`config.mk`:
```
export PLATFORM = sky130hd
export DESIGN_NAME = mfcc_frame_sequencer
export DESIGN_NICKNAME = d
export VERILOG_FILES = /design/src/rtl/mfcc_frame_sequencer.sv
export SDC_FILE = /design/constraint.sdc
export NUM_CORES = 1
export LEC_CHECK = 0
export ABC_AREA = 1
export CAP_MARGIN = 0
export CORE_MARGIN = 5
export CORE_UTILIZATION = 60
export CTS_BUF_LIST = sky130_fd_sc_hd__clkbuf_4
export DETAILED_ROUTE_END_ITERATION = 7
export PLACE_DENSITY = 0.87
export SKIP_LAST_GASP = 1
export SLEW_MARGIN = 20
export SYNTH_ARGS = -nofsm -noshare
export SYNTH_HDL_FRONTEND = slang
export SYNTH_SLANG_ARGS = --single-unit
export TNS_END_PERCENT = 100
```
`constraint.sdc`:
```
create_clock -name clk -period 4.7 [get_ports clk]
set_input_delay 0.94 -clock clk [delete_from_list [all_inputs] [get_ports clk]]
set_output_delay 0.94 -clock clk [all_outputs]
set_load 0.05 [all_outputs]
```
`src/rtl/mfcc_frame_sequencer.sv`:
```
// mfcc_frame_sequencer
// Frame scheduler for the MFCC front end. It waits for a frame from the window buffer and
// starts the Hamming window on it. It then hands the windowed frame to the FFT and slides
// the window buffer by one hop. It counts frames, reports completion, and abandons a run
// that stalls in a downstream handshake.
module mfcc_frame_sequencer #(
  parameter int FRAME_CNT_WIDTH = 16,
  parameter int TIMEOUT_CYCLES  = 4096
) (
  input  logic                       clk,
  input  logic                       rst_n,
  input  logic                       start_i,
  input  logic                       abort_i,
  input  logic [FRAME_CNT_WIDTH-1:0] num_frames_i,
  input  logic                       win_frame_rdy_i,
  input  logic                       win_idle_i,
  output logic                       win_move_o,
  output logic                       ham_start_o,
  input  logic                       ham_done_i,
  input  logic                       fft_ready_i,
  output logic                       fft_start_o,
  output logic [FRAME_CNT_WIDTH-1:0] frame_idx_o,
  output logic                       busy_o,
  output logic                       done_o,
  output logic                       timeout_err_o
);

  typedef enum logic [2:0] {
    S_IDLE,
    S_WAIT_FRAME,
    S_HAM_RUN,
    S_WAIT_FFT,
    S_MOVE,
    S_FINISH
  } state_t;

  // The counter only has to reach TIMEOUT_CYCLES-1; a zero setting disables the watchdog.
  localparam int            TW      = (TIMEOUT_CYCLES > 1) ? $clog2(TIMEOUT_CYCLES) : 1;
  localparam bit            TO_EN   = (TIMEOUT_CYCLES > 0);
  localparam logic [TW-1:0] TO_LAST = TO_EN ? TW'(TIMEOUT_CYCLES - 1) : '0;

  state_t                     state;
  logic                       pending;
  logic [FRAME_CNT_WIDTH-1:0] n_tgt;
  logic [TW-1:0]              tmo_cnt;
  logic [FRAME_CNT_WIDTH-1:0] idx_next;
  logic                       tmo_hit;

  // Next frame index and watchdog expiry, shared by the state machine below.
  assign idx_next = frame_idx_o + FRAME_CNT_WIDTH'(1);
  assign tmo_hit  = TO_EN && (tmo_cnt == TO_LAST);

  // Sequencer state machine with registered pulse, status and counter outputs.
  always_ff @(posedge clk or negedge rst_n) begin
    if (!rst_n) begin
      // NOTE: every register, including the frame target, is cleared here so a reset mid-run
      // cuts in-flight pulses and leaves no stale target for the next start.
      state         <= S_IDLE;
      pending       <= 1'b0;
      n_tgt         <= '0;
      tmo_cnt       <= '0;
      frame_idx_o   <= '0;
      win_move_o    <= 1'b0;
      ham_start_o   <= 1'b0;
      fft_start_o   <= 1'b0;
      busy_o        <= 1'b0;
      done_o        <= 1'b0;
      timeout_err_o <= 1'b0;
    end else begin
      // NOTE: non-blocking defaults first; a later assignment in the same cycle overrides,
      // which keeps every pulse to a single cycle and restarts the watchdog on state entry.
      win_move_o  <= 1'b0;
      ham_start_o <= 1'b0;
      fft_start_o <= 1'b0;
      done_o      <= 1'b0;
      tmo_cnt     <= '0;

      // An early frame-ready pulse is remembered once; extra pulses fold into the same flag.
      if (win_frame_rdy_i && state != S_IDLE && state != S_WAIT_FRAME)
        pending <= 1'b1;

      if (abort_i) begin
        state   <= S_IDLE;
        busy_o  <= 1'b0;
        pending <= 1'b0;
      end else begin
        unique case (state)
          S_IDLE: begin
            pending <= 1'b0;
            if (start_i) begin
              n_tgt         <= num_frames_i;
              frame_idx_o   <= '0;
              timeout_err_o <= 1'b0;
              busy_o        <= 1'b1;
              state         <= S_WAIT_FRAME;
            end
          end
          S_WAIT_FRAME: begin
            if (win_frame_rdy_i || pending) begin
              pending     <= 1'b0;
              ham_start_o <= 1'b1;
              state       <= S_HAM_RUN;
            end
          end
          S_HAM_RUN: begin
            if (ham_done_i) begin
              if (fft_ready_i) begin
                fft_start_o <= 1'b1;
                state       <= S_MOVE;
              end else begin
                state <= S_WAIT_FFT;
              end
            end else if (tmo_hit) begin
              timeout_err_o <= 1'b1;
              busy_o        <= 1'b0;
              pending       <= 1'b0;
              state         <= S_IDLE;
            end else begin
              tmo_cnt <= tmo_cnt + TW'(1);
            end
          end
          S_WAIT_FFT: begin
            if (fft_ready_i) begin
              fft_start_o <= 1'b1;
              state       <= S_MOVE;
            end else if (tmo_hit) begin
              timeout_err_o <= 1'b1;
              busy_o        <= 1'b0;
              pending       <= 1'b0;
              state         <= S_IDLE;
            end else begin
              tmo_cnt <= tmo_cnt + TW'(1);
            end
          end
          S_MOVE: begin
            if (win_idle_i) begin
              win_move_o  <= 1'b1;
              frame_idx_o <= idx_next;
              state       <= (n_tgt != '0 && idx_next == n_tgt) ? S_FINISH : S_WAIT_FRAME;
            end else if (tmo_hit) begin
              timeout_err_o <= 1'b1;
              busy_o        <= 1'b0;
              pending       <= 1'b0;
              state         <= S_IDLE;
            end else begin
              tmo_cnt <= tmo_cnt + TW'(1);
            end
          end
          S_FINISH: begin
            done_o <= 1'b1;
            busy_o <= 1'b0;
            state  <= S_IDLE;
          end
          default: begin
            busy_o <= 1'b0;
            state  <= S_IDLE;
          end
        endcase
      end
    end
  end

endmodule

```
==> qor.yml <==
portion_of_synthesized_cell_area_occupied_by_the_leading_cell_type_pct: 42.9
ir_drop_mv: 0.190
core_area_um2: 5110
floorplan.initialDensity_pct: 61.6
outcome: "finished, final reports clean"
synth_commonest_cells: "sky130_fd_sc_hd__nand2_1 (109), sky130_fd_sc_hd__dfrtp_1 (54), sky130_fd_sc_hd__inv_1 (49), sky130_fd_sc_hd__nor2_1 (49), sky130_fd_sc_hd__nand3_1 (41)"
synthesis.area_um2: 3150
grt_first_pass_wirelength_um: 12300
critPathArrivalTime_ns: 1.84
postSynthRegisterBits: 54
post_drt_via_cell_ratio: 5.59
swShare_pct: 37.8
synthToLayoutAreaGrowth_pct: 17.8
cp_delay_by_family_top: "buffers and inverters"
min_period_over_period_pct: 59.2
critPathLaunchType: "flip-flop"
max_slew.worst_pin.slew_ns: 0.925
share_of_async_settable_or_async_resettable_flops_after_synthesis_pct: 100
power.clock.fraction_pct: 17.4
sequentialPowerShare_pct: 51.3
drive_above_1_share_pct: 7.92
io_count: 46
final_period_minus_worst_setup_slack_ns: 2.78
count_of_inserted_antenna_diode_cells: 0
power_density_nw_per_um2: 316
overflow: 0
die_width_um: 82.4
rr_endpoint: "state[2]$_DFFE_PN0P_"
fin_nets: 492
setup_viol_count_final: 0
r2r_setup_slack_ns: 2.51
cp.required_ns: 3.76
critical_path_buf_inv_count: 1
internal-power_uw: 728
hold-path-endpoint: "tmo_cnt[0]$_DFF_PN0_"
synthMostInstantiatedCell: "sky130_fd_sc_hd__nand2_1"
cts.reportedPaths.clkPinSlew_ns: 0.15
max_stage_delay_ns: 0.87
cts_max_level: 2
gr-usage-all-layers_pct: 23.7
number_of_placed_cells_counting_well_taps: 529
finalClockSkew_ns: 0.00844
critical-path-slowest-cell: "sky130_fd_sc_hd__clkdlybuf4s50_1"
height_of_the_chip_um: 82.4
endpoint_class_of_the_critical_path: "output port"
syn-num-nets: 445
std_cell_rows: 26
multi_input_area_um2: 1560
netlist.top_cell.by_area: "sky130_fd_sc_hd__dfrtp_1"
drv_slew: 0
globalplace.congestion: 0.908
tritoncts.num_buffers: 5
crit_fanout: 9
hold_buffers: 0
post_cts_resize_count: 0
firstDrtPassIters: 5
drt-total-wl_um: 7460
pin_count_of_the_biggest_net_entering_global_routing: 55
drc: 0
first_global_vias: 2726
post-dp-hpwl_um: 5640
tritoncts: "built"
power.net_switching_uw: 443
synth.lib_cells_used.distinct: 38
synth_ff_type: "sky130_fd_sc_hd__dfrtp_1"
hold_path_class: "flip-flop to flip-flop"
power.leakage_nw: 1.70
number_of_instances_on_the_worst_hold_path: 1
fillerInstances: 411
detail_routed_net_length_per_standard_cell_um: 13.9
synth_seq_area_share_pct: 42.9
seqCellArea_um2: 1350
synth_top_cells_by_area: "sky130_fd_sc_hd__dfrtp_1 (43%), sky130_fd_sc_hd__nand2_1 (13%), sky130_fd_sc_hd__nand3_1 (6.5%)"
port-buffer-count: 45
maximum_root_to_sink_buffer_count: 2
path_cells: "clkdlybuf4s50_1"
synth.yosys.warnings: 0
finalSetupTns_ns: 0
via_count: 3001
hold_path_startpoint: "tmo_cnt[0]$_DFF_PN0_"
drtAntennaViolNets: 0
gate_count_after_technology_mapping: 419
clock_sink_count: 54
antenna_found_initial: 0
synth_edf_count: 0
cts_setup_buffers: 0
final_instance_count_excl_fillers: 537
maxClockFrequency_ghz: 0.359
grt_setup_unrepaired: "no"
avgSynthCellArea_um2: 7.51
type_of_the_worst_setup_path: "flip-flop to output port"
timing_hold_violations_final: 0
worst_slew_margin_rel_pct: 38.1
post-route-util_pct: 72.6
design.die.area_um2: 6800
worst_r2r_startpoint: "frame_idx_o[0]$_DFFE_PN0P_"
reg2regPathDepth: 11
worstSkewPairLatency_ns: 0.39
combinational_share_of_power_pct: 31.3
detailedRoute.firstIterationViolations: 452
drv_cap: 0
cts_root_buffer_type: "sky130_fd_sc_hd__clkbuf_4"
[how the worst max path moves through the flow]
stage / from / end / slack [ns] / depth (start not counted)
after floorplan: frame_idx_o[1]$_DFFE_PN0P_ / state[2]$_DFFE_PN0P_ / 2.74 / 11
after global routing: frame_idx_o[0]$_DFFE_PN0P_ / frame_idx_o[0] / 1.87 / 1
final: frame_idx_o[0]$_DFFE_PN0P_ / frame_idx_o[0] / 1.92 / 1
after global placement: abort_i / frame_idx_o[14]$_DFFE_PN0P_ / 1.87 / 5
after detailed placement: abort_i / frame_idx_o[12]$_DFFE_PN0P_ / 1.82 / 5
after CTS: frame_idx_o[0]$_DFFE_PN0P_ / frame_idx_o[0] / 1.93 / 1
[final cells by class]
class	count	share of cell area (%)
multi-input combinational	306	42.1
inverter	52	5.26
sequential	54	36.4
timing repair buffer	47	12.4
clock buffer	5	1.01
clock inverter	3	0.439
tap	70	2.36
[metal layers]
layer	vias to the layer above	GRT usage, %	part of all wire, %
met1	1383	31.4	43
li1	1463	-	-
met3	18	3.36	8.1
met5	-	0	0
met4	0	7.81	1.8
met2	137	39.8	47
[cell families after synthesis]
logic type | Yosys count | share of synthesized area, %
xor gates and xnor gates | 11 | 3.54
DFF | 54 | 42.9
AOI/OAI and AO/OA | 52 | 9.34
adders and majority gates | 2 | 0.795
and+or+nand+nor | 241 | 35.9
buffers and inverters | 59 | 7.55
[sequential cells by signal, summed over array words and instances (netlist names)]
| register | count |
|---|---|
| frame_idx_o | 16 |
| win_move_o | 1 |
| busy_o | 1 |
| pending | 1 |
| n_tgt | 16 |
| fft_start_o | 1 |
| tmo_cnt | 12 |
| state | 3 |
| done_o | 1 |
| timeout_err_o | 1 |
| ham_start_o | 1 |
[worst register-to-register path, delay by kind of cell (launching register included)]
family | cells | cell delay (ns)
and+or+nand+nor | 9 | 1.12
DFF | 1 | 0.58
AOI/OAI and AO/OA | 1 | 0.12
adders and majority gates | 1 | 0.31
[placed cells by master (no fill, tap or decap), types with 4 or more instances in the layout]
cell type,n
sky130_fd_sc_hd__nand2_1,109
sky130_fd_sc_hd__dfrtp_1,54
sky130_fd_sc_hd__inv_1,49
sky130_fd_sc_hd__nor2_1,49
sky130_fd_sc_hd__clkdlybuf4s50_1,44
sky130_fd_sc_hd__nand3_1,41
sky130_fd_sc_hd__o21ai_0,28
sky130_fd_sc_hd__nand4_1,12
sky130_fd_sc_hd__o22ai_1,7
sky130_fd_sc_hd__xor2_1,6
sky130_fd_sc_hd__a21oi_1,6
sky130_fd_sc_hd__nor3_1,6
sky130_fd_sc_hd__nand2_2,6
sky130_fd_sc_hd__nor2_4,5
sky130_fd_sc_hd__clkbuf_4,5
sky130_fd_sc_hd__xnor2_1,4
sky130_fd_sc_hd__a31oi_1,4
[stage by stage]
step	power [mW]	instance area, um2	setup slack (ns)	hold slack (ns)
6_report	1.17	3710	1.92	0.459
3_5_place_dp	0.970	3650	1.82	0.444
4_1_cts	1.17	3710	1.93	0.463
3_3_place_gp	0.955	3650	1.87	0.441
5_1_grt	1.25	3710	1.87	0.519
2_1_floorplan	0.853	3150	2.74	0.424
[power groups by stage]
stage	logic, mW	clock network (mW)	registers (mW)
floorplan	0.249	0	0.604
global placement	0.351	0	0.604
detailed placement	0.361	0	0.609
CTS	0.364	0.206	0.599
global route	0.412	0.227	0.609
finish	0.367	0.204	0.600
No activity file was read; power rests on OpenSTA's default activity.
